<file path="src/rtl/fifo_pkg.sv">
// Shared async-FIFO helpers: parameter legality checks for the read-side
// stream adapter and the beat counter width derivation.
package fifo_pkg;

    function automatic bit is_pow2(input int value);
        return (value > 32'sd0) && ((value & (value - 32'sd1)) == 32'sd0);
    endfunction

    function automatic bit buf_depth_ok(input int depth);
        return is_pow2(depth) && (depth >= 32'sd2);
    endfunction

    function automatic bit burst_len_ok(input int burst_len);
        return burst_len >= 32'sd1;
    endfunction

    // A single-beat burst still needs a one-bit counter port.
    function automatic int beat_width(input int burst_len);
        return (burst_len > 32'sd1) ? $clog2(burst_len) : 32'sd1;
    endfunction

endpackage

</file>
<file path="src/rtl/stream_buf.sv">
// Register-array circular buffer with push/pop/flush and an occupancy count.
// Storage is cleared only by reset; flush just rewinds pointers and count.
module stream_buf #(
    parameter int  DATA_WIDTH = 4,
    parameter int  DEPTH      = 4,
    localparam int PTR_W      = $clog2(DEPTH),
    localparam int CNT_W      = PTR_W + 1
) (
    input  logic                  i_clk,
    input  logic                  i_rst,
    input  logic                  i_flush,
    input  logic                  i_push,
    input  logic [DATA_WIDTH-1:0] i_push_data,
    input  logic                  i_pop,
    output logic [DATA_WIDTH-1:0] o_rd_data,
    output logic [CNT_W-1:0]      o_count
);

    logic [DATA_WIDTH-1:0] r_mem [DEPTH];
    logic [PTR_W-1:0]      r_wr_ptr;
    logic [PTR_W-1:0]      r_rd_ptr;
    logic [CNT_W-1:0]      r_count;
    logic                  w_push;
    logic                  w_pop;

    assign w_push = i_push && !i_flush;
    assign w_pop  = i_pop && !i_flush && (r_count != {CNT_W{1'b0}});

    // Storage array: zeroed on reset, written at the write pointer on push.
    always_ff @(posedge i_clk) begin
        if (i_rst) begin
            for (int i = 0; i < DEPTH; i++) begin
                r_mem[i] <= {DATA_WIDTH{1'b0}};
            end
        end else if (w_push) begin
            r_mem[r_wr_ptr] <= i_push_data;
        end
    end

    // Pointers and occupancy; pointers wrap naturally since DEPTH is a power of two.
    always_ff @(posedge i_clk) begin
        if (i_rst || i_flush) begin
            r_wr_ptr <= {PTR_W{1'b0}};
            r_rd_ptr <= {PTR_W{1'b0}};
            r_count  <= {CNT_W{1'b0}};
        end else begin
            if (w_push) begin
                r_wr_ptr <= r_wr_ptr + 1'b1;
            end
            if (w_pop) begin
                r_rd_ptr <= r_rd_ptr + 1'b1;
            end
            case ({w_push, w_pop})
                2'b10:   r_count <= r_count + 1'b1;
                2'b01:   r_count <= r_count - 1'b1;
                default: r_count <= r_count;
            endcase
        end
    end

    assign o_rd_data = r_mem[r_rd_ptr];
    assign o_count   = r_count;

endmodule

</file>
<file path="src/rtl/fifo_rd_stream.sv">
// Read-side drain adapter: credit-limited FIFO reads feeding a small buffer,
// presented as a valid/ready stream with m_last framing every BURST_LEN beats.
module fifo_rd_stream
    import fifo_pkg::*;
#(
    parameter int DATA_WIDTH = 4,
    parameter int BUF_DEPTH  = 4,
    parameter int BURST_LEN  = 8
) (
    input  logic                             rd_clk,
    input  logic                             rd_rst,
    input  logic                             flush,
    input  logic                             fifo_empty,
    output logic                             fifo_rd_en,
    input  logic [DATA_WIDTH-1:0]            fifo_rd_data,
    output logic                             m_valid,
    input  logic                             m_ready,
    output logic [DATA_WIDTH-1:0]            m_data,
    output logic                             m_last,
    output logic [beat_width(BURST_LEN)-1:0] beat_cnt
);

    localparam int                CNT_W     = $clog2(BUF_DEPTH) + 1;
    localparam int                BEAT_W    = beat_width(BURST_LEN);
    localparam logic [CNT_W:0]    DEPTH_C   = (CNT_W + 1)'(BUF_DEPTH);
    localparam logic [BEAT_W-1:0] LAST_BEAT = BEAT_W'(BURST_LEN - 1);

    if (!buf_depth_ok(BUF_DEPTH) || !burst_len_ok(BURST_LEN)) begin : g_param_check
        $fatal(1, "fifo_rd_stream: illegal BUF_DEPTH or BURST_LEN");
    end

    logic [CNT_W-1:0]  w_count;
    logic [CNT_W:0]    w_credit_used;
    logic              w_credit_ok;
    logic              w_push;
    logic              w_pop;
    logic              r_inflight;
    logic [BEAT_W-1:0] r_beat;

    // A word already requested occupies a credit until it lands in the buffer.
    assign w_credit_used = {1'b0, w_count} + {{CNT_W{1'b0}}, r_inflight};
    assign w_credit_ok   = (w_credit_used < DEPTH_C);
    assign fifo_rd_en    = !rd_rst && !flush && !fifo_empty && w_credit_ok;

    assign w_push  = r_inflight && !flush;
    assign m_valid = (w_count != {CNT_W{1'b0}});
    assign w_pop   = m_valid && m_ready;

    stream_buf #(
        .DATA_WIDTH (DATA_WIDTH),
        .DEPTH      (BUF_DEPTH)
    ) u_buf (
        .i_clk       (rd_clk),
        .i_rst       (rd_rst),
        .i_flush     (flush),
        .i_push      (w_push),
        .i_push_data (fifo_rd_data),
        .i_pop       (w_pop),
        .o_rd_data   (m_data),
        .o_count     (w_count)
    );

    // In-flight tracking and beat position within the current burst.
    always_ff @(posedge rd_clk) begin
        if (rd_rst || flush) begin
            r_inflight <= 1'b0;
            r_beat     <= {BEAT_W{1'b0}};
        end else begin
            r_inflight <= fifo_rd_en;
            if (w_pop) begin
                r_beat <= (r_beat == LAST_BEAT) ? {BEAT_W{1'b0}} : r_beat + 1'b1;
            end
        end
    end

    assign m_last   = m_valid && (r_beat == LAST_BEAT);
    assign beat_cnt = r_beat;

endmodule

</file>
<file path="config.mk">
export PLATFORM = sky130hd
export DESIGN_NAME = fifo_rd_stream
export DESIGN_NICKNAME = d
export VERILOG_FILES = /design/src/rtl/fifo_pkg.sv /design/src/rtl/stream_buf.sv /design/src/rtl/fifo_rd_stream.sv
export SDC_FILE = /design/constraint.sdc
export NUM_CORES = 1
export LEC_CHECK = 0
export BUFFER_PORTS_ARGS = -buffer_cell sky130_fd_sc_hd__buf_2
export CAP_MARGIN = 20
export CORE_ASPECT_RATIO = 0.5
export CORE_UTILIZATION = 30
export DETAILED_ROUTE_END_ITERATION = 6
export PLACE_DENSITY = 0.46
export SLEW_MARGIN = 20
export SYNTH_ARGS = -nofsm -noshare
export SYNTH_HDL_FRONTEND = slang
export SYNTH_HIERARCHICAL = 1
export SYNTH_SLANG_ARGS = --single-unit
</file>
<file path="constraint.sdc">
create_clock -name rd_clk -period 2.7 [get_ports rd_clk]
set_input_delay 0 -clock rd_clk [delete_from_list [all_inputs] [get_ports rd_clk]]
set_output_delay 0 -clock rd_clk [all_outputs]
set_load 0.01 [all_outputs]
</file>
; After elaboration in Yosys (flattened, before gate mapping)
; Memory sizes are Yosys's and may differ from the RTL's. A register that Yosys moved wholly into a read port is not among the register bits.
; Cells that the tools add are included.
; Widths: inputs -> output; s select.
[word_totals]
reg_bits = 11
ramBits = 16
inputBits = 9
elab_cells = 44
mem_count = 1
[classes]
n_addsub = 6
magnitude_cmp = 1
eq_ne = 3
n_mux = 12
reduce_logical = 16
[memory_table]
columns = name, depth, word_bits, rd, rd_clocked_by_memory_dff, write_ports, line_no
row1 = u_buf.r_mem, 4, 4, 1, 1, 4, stream_buf.sv:19  ; logic [DATA_WIDTH-1:0] r_mem [DEPTH];
[ops]
columns = operator, n
row1 = $logic_and 1x1->1, 9
row2 = $add 3x1->3 const B, 2
row3 = $mux 1, 6
row4 = $mux 2, 3
row5 = $pmux 3 s2, 1
row6 = $add 2x1->2 const B, 2
row7 = $add 3x1->4, 1
row8 = $lt 4x3->1 const B, 1
row9 = $mux 4, 1
row10 = $reduce_or 4->1, 1
row11 = $eq 3x3->1 const B, 1
row12 = $logic_not 1->1, 3
row13 = $mux 3, 1
row14 = $reduce_bool 3->1, 1
row15 = $sub 3x1->3 const B, 1
row16 = $eq 2x1->1 const B, 1
row17 = $eq 2x2->1 const B, 1
row18 = $reduce_bool 2->1, 1
row19 = $logic_or 1x1->1, 1

; Depth between registers and ports, before layout
; Gate-level depths: netlist of run 1.
[depth]
ltp_word = 8
ltp_mapped = 9

; Modules after synthesis
; The synthesis of run 1 kept the hierarchy.
[by_module_without_submodules]
columns = mod, instances, cells_each, area_per_inst_um2, seq_area_each_um2
row1 = stream_buf, 1, 90, 1088.5, 660.6
row2 = fifo_rd_stream, 1, 22, 234.0, 80.1

; Worst setup path after synthesis of run 1
; OpenSTA, ideal clock, no wires.
[synth_path]
kind = flip-flop to flip-flop
from = reg u_buf.r_count[0], in the netlist u_buf/o_count[0]
to = reg u_buf.r_count[2], in the netlist u_buf/o_count[2]
setup_ps = 70
arrival_ps = 2041
required_time_ps = 2630
path_slack_ps = 589
stages_incl_launch_ff = 10
n_path_buf = 0
synth_period_minus_slack_ps = 2111
path_cell_list = dfxtp_1 o31a_1 o31ai_2 nor2_1 ha_1 inv_1 fa_1 xor2_1 or3_1 a21oi_1
[synth_between]
elab_chain_len = 6
elab_cells_between_ends = 10
[synth_lines]
columns = element, line_no
row1 = "start, declared", stream_buf.sv:22  ; logic [CNT_W-1:0] r_count;
row2 = "start signal, assigned", stream_buf.sv:45  ; r_count <= {CNT_W{1'b0}};
row3 = "start signal, assigned", stream_buf.sv:54  ; 2'b10: r_count <= r_count + 1'b1;
row4 = "start signal, assigned", stream_buf.sv:55  ; 2'b01: r_count <= r_count - 1'b1;
row5 = $reduce_bool 3->1 (*), fifo_rd_stream.sv:46  ; assign m_valid = (w_count != {CNT_W{1'b0}});
row6 = $logic_and 1x1->1 (*), fifo_rd_stream.sv:47  ; assign w_pop = m_valid && m_ready;
row7 = via w_pop, fifo_rd_stream.sv:36  ; logic w_pop;
row8 = $logic_and 1x1->1 (*) (2 in series), stream_buf.sv:27  ; assign w_pop = i_pop && !i_flush && (r_count != {CNT_W{1'b0}});
row9 = via u_buf.w_pop, stream_buf.sv:24  ; logic w_pop;
row10 = $eq 2x1->1 / $eq 2x2->1 (equally long branches), stream_buf.sv:53  ; case ({w_push, w_pop})
row11 = $pmux 3 s2 / $reduce_bool 2->1 (equally long branches), n/a
; The timed path passes the listed nets; every way through them passes the cells marked *.
; A chain may end at the register's enable or synchronous reset.

; Final worst setup path of run 1
[layout_path]
from = reg u_buf.r_count[1], in the netlist u_buf/o_count[1]
to = reg u_buf.r_count[2], in the netlist u_buf/o_count[2]
; Same word-level chain as after synthesis.

==> metrics.yaml, run 1 <==
outcome: "completed"
yosysUniqueCellTypes: 32
firstDrtPassIters: 4
grt_pass1_vias: 830
maxSlewViolCount: 0
core-area_mm2: 0.00406
die_w_um: 95.9
pin_count: 19
power_density_mw_per_mm2: 603
grt_pass1_wl_um: 4190
ys.flop_type: "edfxtp_1"
relSlewSlack_pct: 48.6
power_uw: 949
ys_seq_elements: 29
drv_cap: 0
fin_nets: 147
mostFrequentLayoutCell: "buf_2"
cts_tree: "built"
min_period_ps: 2300
skew_ps: 8.12
drt_iter0_drc: 64
synthToLayoutAreaGrowth_pct: 18.9
cts_made_buffers: 5
die_h_um: 49.0
post_cts_resized: 0
post-route-period-util_pct: 85.1
rsz0062_at_grt: "false"
num_vias: 886
holdBufCountCts: 0
dpl_worst_slack_ps: 416
place_area_mm2: 0.00147
drc_errors: 0
grt_max_degree: 13
swShare_pct: 19.8
start_kind: "register"
wire_per_inst_um: 13.7
tightest_slew_ps: 762
avgViaCountPerCell: 4.69
switchingPower_uw: 188
fmax_mhz: 435
final_core_util_pct: 38.7
clockBufferDepth: 2
async_flop_share_pct: 0
initial_utilization_pct: 32.5
hold_viol: 0
final_cell_mix: "18 x buf_2, 17 x nor2_1, 16 x edfxtp_1"
setup-tns-final_ps: 0
fillers: 414
p_clk_share_pct: 45.8
antenna_found_initial: 0
p_seq_share_pct: 50.3
path_clk_slew_ps: 60
power_leakage_nw: 0.613
netlist_instances: 112
hp-class: "input pin to register"
post_cts_buffers: 0
grt_use_total_pct: 12.7
synth_area_per_cell_um2: 11.8
worstSetupEndpointType: "register"
gp_congestion: 0.744
cp_data_required_time_ps: 2910
path_max_fanout: 8
dpl.hpwl_um: 1810
yosysSeqAreaShare_pct: 56.0
final_cell_area_mm2: 0.00157
cp.arrival_ps: 2500
die_area_mm2: 0.00469
row_count: 16
layout_setup_ws_ps: 403
root_buffer: "clkbuf_8"
ant_nets: 0
layout-drive-gt1-share_pct: 25.9
ys.warnings.count: 6
synth_fp_nets: 125
setup_violations: 0
cts_htree_levels: 2
cts.sinks: 29
portBuffers: 18
gr-total-overflow: 0
wl_um: 2600
netlist_area_mm2: 0.00132
vdd_drop_max_uv: 181
synth_edf_count: 16
crit_type: "register to register"
antennaDiodeCount: 0
p_comb_share_pct: 3.9
p_int_uw: 761
clk_latency_ps: 280
-- sequential cells by signal (all words and copies together) (netlist names), named ones only --
| signal | flops |
|---|---|
| beat_cnt | 3 |
| u_buf/r_rd_ptr | 2 |
| u_buf/r_wr_ptr | 2 |
| r_inflight | 1 |
| u_buf/r_mem | 16 |
| u_buf/o_count | 3 |
-- path summary, 6_finish.rpt --
check | from | end | slack [ps] | cells after the start
worst max-delay path | u_buf/o_count[1]$_SDFFE_PP0P_ | u_buf/o_count[2]$_SDFFE_PP0P_ | 400 | 9
worst min-delay path | fifo_empty | r_inflight$_SDFF_PP0_ | 8 | 3
worst max register to register | u_buf/o_count[1]$_SDFFE_PP0P_ | u_buf/o_count[2]$_SDFFE_PP0P_ | 400 | 9
worst min register to register | r_inflight$_SDFF_PP0_ | r_inflight$_SDFF_PP0_ | 520 | 1
-- cells in the mapped netlist (2+ instances only) --
cell type | n | area share [%]
mux4_2 | 4 | 6.8
a31oi_1 | 2 | 0.95
inv_1 | 8 | 2.3
o21ai_0 | 3 | 1.1
nor3_1 | 4 | 1.5
nand2b_1 | 3 | 1.4
xor2_1 | 5 | 3.3
nor2_1 | 17 | 4.8
buf_2 | 2 | 0.76
or3_1 | 2 | 0.95
ha_1 | 3 | 2.8
edfxtp_1 | 16 | 36
a21oi_1 | 2 | 0.76
nor3b_1 | 4 | 2.3
dfxtp_1 | 13 | 20
mux2_2 | 3 | 2.6
nand2_1 | 6 | 1.7
-- logic make-up after synthesis --
kind of cell    Yosys count  share of synthesized area [%]
xor+xnor                  6                           3.97
compound gates           12                           6.05
mux                       7                           9.37
fa+ha+maj                 4                           4.35
buf+inv                  11                           3.31
simple gates             43                           16.9
flops                    29                           56.0
-- power groups by stage --
stage          logic (mW)  clock network [mW]  registers (mW)
6_report           0.0366               0.435           0.478
5_1_grt            0.0400               0.474           0.478
4_1_cts            0.0370               0.448           0.478
3_5_place_dp       0.0369                   0           0.487
3_3_place_gp       0.0368                   0           0.487
2_1_floorplan      0.0194                   0           0.485
-- critical path, cell delays in order (launching register included) --
cell and delay [ps]:
dfxtp_1 470, o31a_1 330, o31ai_2 130, nor2_1 100, ha_1 180, inv_1 60
fa_1 370, xor2_1 160, or3_1 300, a21oi_1 130
-- stage by stage --
step / hold slack, ps / instances
3_3_place_gp: 292 / 181
6_report: 8.40 / 189
4_1_cts: 1.64 / 189
2_1_floorplan: 153 / 112
3_5_place_dp: 298 / 181
5_1_grt: 18.8 / 189
-- area by class of cell --
cell class	instances	area, um2	share of cell area, %
inverters	8	30.0	1.91
flip-flops and latches	29	741	47.1
repair buffers	18	90.1	5.73
clock buffers	6	72.6	4.61
multi-input cells	72	538	34.2
well taps	54	67.6	4.30
clock inverters	2	33.8	2.15
-- routing by layer --
layer  up-vias  part of all wire (%)  GRT usage, %
li1        442                     -             -
met2        19                    41          17.0
met1       420                    52          18.0
met5         -                     0             0
met3         5                   5.5          4.67
met4         0                   1.7          5.97
Power figures use the tool's default switching activity.
==> run 2, diff against run 1 <==
--- a/config.mk
+++ b/config.mk
@@ -8,9 +8,9 @@
 export BUFFER_PORTS_ARGS = -buffer_cell sky130_fd_sc_hd__buf_2
 export CAP_MARGIN = 20
 export CORE_ASPECT_RATIO = 0.5
-export CORE_UTILIZATION = 30
+export CORE_UTILIZATION = 50
 export DETAILED_ROUTE_END_ITERATION = 6
-export PLACE_DENSITY = 0.46
+export PLACE_DENSITY = 0.73
 export SLEW_MARGIN = 20
 export SYNTH_ARGS = -nofsm -noshare
 export SYNTH_HDL_FRONTEND = slang
==> constraint.sdc (replaced) <==
create_clock -name rd_clk -period 1.9 [get_ports rd_clk]
set_input_delay 0 -clock rd_clk [delete_from_list [all_inputs] [get_ports rd_clk]]
set_output_delay 0 -clock rd_clk [all_outputs]
set_load 0.01 [all_outputs]
==> metrics.yaml, run 2 (synthesized netlist as in run 1, its figures left out) <==
layout-drive-gt1-share_pct: 38.4
cts_made_buffers: 5
antenna_found_initial: 0
whs_ps: 39.1
fin_nets: 163
clockBufferDepth: 2
largest_register_ffs: 16
cp.arrival_ps: 2180
layout_setup_ws_ps: -65.6
die_w_um: 74.7
pin_count: 19
final_cell_count_no_fill: 186
setup_violations: 1
power_density_mw_per_mm2: 739
skew_ps: 2.51
drc_errors: 0
rrSetupSlack_ps: -70
tightest_slew_ps: 443
grt_pass1_wl_um: 4050
cp_data_required_time_ps: 2110
power_mw: 1.23
synthToLayoutAreaGrowth_pct: 25.9
vdd_drop_max_uv: 544
die_h_um: 38.4
ant_nets: 0
largest-register: "u_buf/r_mem"
power_leakage_nw: 0.686
maxSlewViolCount: 0
hp-class: "input pin to register"
clk_latency_ps: 280
path_max_fanout: 6
final_cell_mix: "18 x buf_2, 17 x nor2_1, 16 x edfxtp_1"
fmax_mhz: 509
violations: "setup timing"
outcome: "finished, violations left"
row_count: 12
cts.sinks: 29
final_cell_area_mm2: 0.00167
portBuffers: 18
relSlewSlack_pct: 70.3
root_buffer: "clkbuf_8"
avgViaCountPerCell: 5.10
hold_viol: 0
grt_use_total_pct: 21.6
core-area_mm2: 0.00236
gr-total-overflow: 0
grt_pass1_vias: 899
gp_congestion: 0.785
num_vias: 948
worstSetupEndpointType: "register"
path_clk_slew_ps: 70
antennaDiodeCount: 0
rsz0062_at_grt: "true"
crit_type: "register to register"
min_period_ps: 1970
firstDrtPassIters: 4
start_kind: "register"
mostFrequentLayoutCell: "buf_2"
numPlacedInstances: 173
drt_iter0_drc: 86
place_area_mm2: 0.00154
wl_um: 2480
drv_cap: 0
cts_tree: "built"
wire_per_inst_um: 13.3
initial_utilization_pct: 56.1
post-route-period-util_pct: 103
dpl.hpwl_um: 1770
grt_max_degree: 12
cts_htree_levels: 2
die_area_mm2: 0.00287
setup-tns-final_ps: -65.6
## run 2: layout make-up
cell class                      count  area (um2)
Sequential cell                    29         749
Fill cell                         178         692
Multi-Input combinational cell     72         543
Timing Repair Buffer               34         213
Clock inverter                      3        17.5
Inverter                            8        30.0
Tap cell                           35        43.8
Clock buffer                        5        68.8
## run 2: worst paths after layout
check | from | to | depth (start not counted)
worst min-delay path | fifo_rd_data[3] | u_buf/r_mem[3][3]$_DFFE_PP_ | 3
worst max-delay path | u_buf/o_count[2]$_SDFFE_PP0P_ | u_buf/o_count[2]$_SDFFE_PP0P_ | 9
worst max register to register | u_buf/o_count[2]$_SDFFE_PP0P_ | u_buf/o_count[2]$_SDFFE_PP0P_ | 9
worst min register to register | r_inflight$_SDFF_PP0_ | r_inflight$_SDFF_PP0_ | 1
## run 2: worst max-delay path, stage by stage (launching register included)
cell and delay, ps:
dfxtp_2 320, buf_4 150, o31ai_2 320, nor2_1 80, ha_2 190, buf_4 130, buf_4 120, xor2_1 150
or3_1 310, a21oi_1 120
## run 2: through the flow
stage	util, %	setup slack, ps
floorplan	-	-84.3
global placement	65.3	17.0
detailed placement	65.3	-42.7
CTS	70.3	-26.6
global route	70.6	-139
finish	70.6	-65.6
## run 2: per-layer routing
layer  global-route usage [%]  vias to the layer above  share of wire, %
li1                         -                      479                 -
met1                     26.9                      430                46
met2                     31.8                       34                45
met3                     6.32                        5               6.3
met4                     17.5                        0               2.2
met5                        0                        -                 0
## run 2: where the power goes
part | internal (mW) | switching, mW
clock | 0.252 | 0.244
combinational | 0.0290 | 0.0311
sequential | 0.671 | 0.00438
total | 0.952 | 0.279
## run 2: repair_timing
item,CTS,global route
hold endpoints to repair,1,0
hold buffers,1,0
endpoints found under the setup margin,1,2
setup buffers,3,1
pin swaps,2,1
resized for setup,1,0
==> run 3, diff against run 2 <==
--- a/config.mk
+++ b/config.mk
@@ -7,10 +7,9 @@
 export LEC_CHECK = 0
 export BUFFER_PORTS_ARGS = -buffer_cell sky130_fd_sc_hd__buf_2
 export CAP_MARGIN = 20
-export CORE_ASPECT_RATIO = 0.5
-export CORE_UTILIZATION = 50
+export CORE_UTILIZATION = 59
 export DETAILED_ROUTE_END_ITERATION = 6
-export PLACE_DENSITY = 0.73
+export PLACE_DENSITY = 0.81
 export SLEW_MARGIN = 20
 export SYNTH_ARGS = -nofsm -noshare
 export SYNTH_HDL_FRONTEND = slang
==> constraint.sdc (replaced) <==
create_clock -name rd_clk -period 2.4 [get_ports rd_clk]
set_input_delay 0 -clock rd_clk [delete_from_list [all_inputs] [get_ports rd_clk]]
set_output_delay 0 -clock rd_clk [all_outputs]
set_load 0.01 [all_outputs]
==> metrics.yaml, run 3 (synthesized netlist as in run 1, its figures left out) <==
skew_ps: 10.4
mostFrequentLayoutCell: "buf_2"
post-route-period-util_pct: 92.4
post_cts_buffers: 0
rr_endpoint: "u_buf/o_count[2]$_SDFFE_PP0P_"
portBuffers: 18
power_density_mw_per_mm2: 551
fmax_mhz: 451
initial_utilization_pct: 64.8
ant_nets: 0
clk_latency_ps: 320
gp_congestion: 0.842
pin_count: 19
rr_worst_depth: 9
cts_tree: "built"
drc_errors: 0
grt_pass1_wl_um: 3820
largest_register_ffs: 16
setup_violations: 0
path_clk_slew_ps: 90
worstSetupEndpointType: "register"
cts_made_buffers: 5
wl_um: 2300
hold_end: "u_buf/r_mem[3][1]$_DFFE_PP_"
gr-max-usage-layer: "met2"
use_met1_pct: 21.0
vdd_drop_max_uv: 463
power_leakage_nw: 0.611
cts_htree_levels: 2
fin_nets: 152
grt_max_degree: 13
swShare_pct: 21.0
firstDrtPassIters: 4
hp-class: "input pin to register"
crit_type: "register to register"
clockBufferDepth: 2
numPlacedInstances: 156
p_seq_share_pct: 63.8
p_clk_share_pct: 31.1
layout-drive-gt1-share_pct: 25.7
antennaDiodeCount: 0
row_count: 16
largest-register: "u_buf/r_mem"
drv_cap: 0
outcome: "completed"
setup-tns-final_ps: 0
maxSlewViolCount: 0
switchingPower_uw: 177
final_cell_mix: "18 x buf_2, 17 x nor2_1, 16 x edfxtp_1"
antenna_found_initial: 0
wire_per_inst_um: 13.8
hold_viol: 0
fillers: 141
num_vias: 929
p_comb_share_pct: 5.1
rr_startpoint: "u_buf/o_count[1]$_SDFFE_PP0P_"
tightest_slew_ps: 658
p_int_uw: 664
rrSetupSlack_ps: 180
root_buffer: "clkbuf_4"
rsz0062_at_grt: "false"
path_max_fanout: 8
multi_input_area_um2: 538
grt_use_met3_pct: 6.54
dpl.hpwl_um: 1740
hp-start: "fifo_rd_data[1]"
die_area_mm2: 0.00243
final_cell_count_no_fill: 167
cp_data_required_time_ps: 2650
die_w_um: 49.3
grt_pass1_vias: 901
cts.sinks: 29
cp.arrival_ps: 2470
relSlewSlack_pct: 55.7
min_period_ps: 2220
synthToLayoutAreaGrowth_pct: 15.4
start_kind: "register"
avgViaCountPerCell: 5.56
regArea_um2: 741
core-area_mm2: 0.00204
holdPathStages: 3
met2_usage_pct: 40.6
gr-total-overflow: 0
drt_iter0_drc: 26
die_h_um: 49.3
grt_use_total_pct: 22.3
## run 3: changes by cell type in the layout (fill, tap and decap cells not counted), sizes merged
cell and delta:
buf -13, clkbuf +2, dlygate4sd3 +2, clkinv -1, clkinvlp -1
## run 3: power by group through the flow
stage	sequential [mW]	combinational (mW)	clock (mW)
floorplan	0.546	0.0218	0
global placement	0.548	0.0380	0
detailed placement	0.548	0.0388	0
CTS	0.537	0.0428	0.270
global route	0.538	0.0467	0.294
finish	0.536	0.0431	0.262
## run 3: worst max-delay path by stage
stage	start	end	slack [ps]
after detailed placement	u_buf/o_count[1]$_SDFFE_PP0P_	u_buf/o_count[2]$_SDFFE_PP0P_	190
after global placement	u_buf/o_count[1]$_SDFFE_PP0P_	u_buf/o_count[2]$_SDFFE_PP0P_	350
after floorplan	u_buf/o_count[0]$_SDFFE_PP0P_	u_buf/o_count[2]$_SDFFE_PP0P_	290
after global routing	u_buf/o_count[1]$_SDFFE_PP0P_	u_buf/o_count[2]$_SDFFE_PP0P_	0.7
after CTS	u_buf/o_count[1]$_SDFFE_PP0P_	u_buf/o_count[2]$_SDFFE_PP0P_	170
final	u_buf/o_count[1]$_SDFFE_PP0P_	u_buf/o_count[2]$_SDFFE_PP0P_	180
## run 3: what timing repair did
item                                   CTS  global route
gates resized for setup                  0             0
endpoints found under the hold margin    3             0
hold buffers                             3             0
## run 3: cell type report
| cell class | instances | share of cell area (%) |
|---|---|---|
| Clock inverter | 1 | 0.246 |
| Timing Repair Buffer | 23 | 8.85 |
| Sequential cell | 29 | 48.5 |
| Multi-Input combinational cell | 72 | 35.2 |
| Clock buffer | 7 | 2.95 |
| Inverter | 8 | 1.97 |
| Tap cell | 27 | 2.21 |
## run 3: metrics by stage
step / power (mW) / hold slack [ps] / util [%] / area, um2 / worst slack [ps]
detailed placement: 0.587 / 285 / 70.9 / 1450 / 194
finish: 0.841 / 25.2 / 74.8 / 1530 / 183
CTS: 0.850 / 12.1 / 74.8 / 1530 / 175
floorplan: 0.568 / 153 / - / 1320 / 289
global placement: 0.586 / 267 / 70.9 / 1450 / 348
global route: 0.879 / 67.3 / 74.8 / 1530 / 0.733
## run 3: metal layers
layer  share of wire (%)  vias to the layer above
li1                    -                      457
met1                  37                      433
met2                  56                       30
met3                 4.3                        9
met4                 2.7                        0
met5                   0                        -
## run 3: critical path: stages (launching register included)
cell and delay [ps]:
dfxtp_1 480, o31a_1 220, o31ai_2 90, nor2_1 120
ha_1 210, inv_1 60, fa_1 370, xor2_1 160
or3_1 310, a21oi_1 140
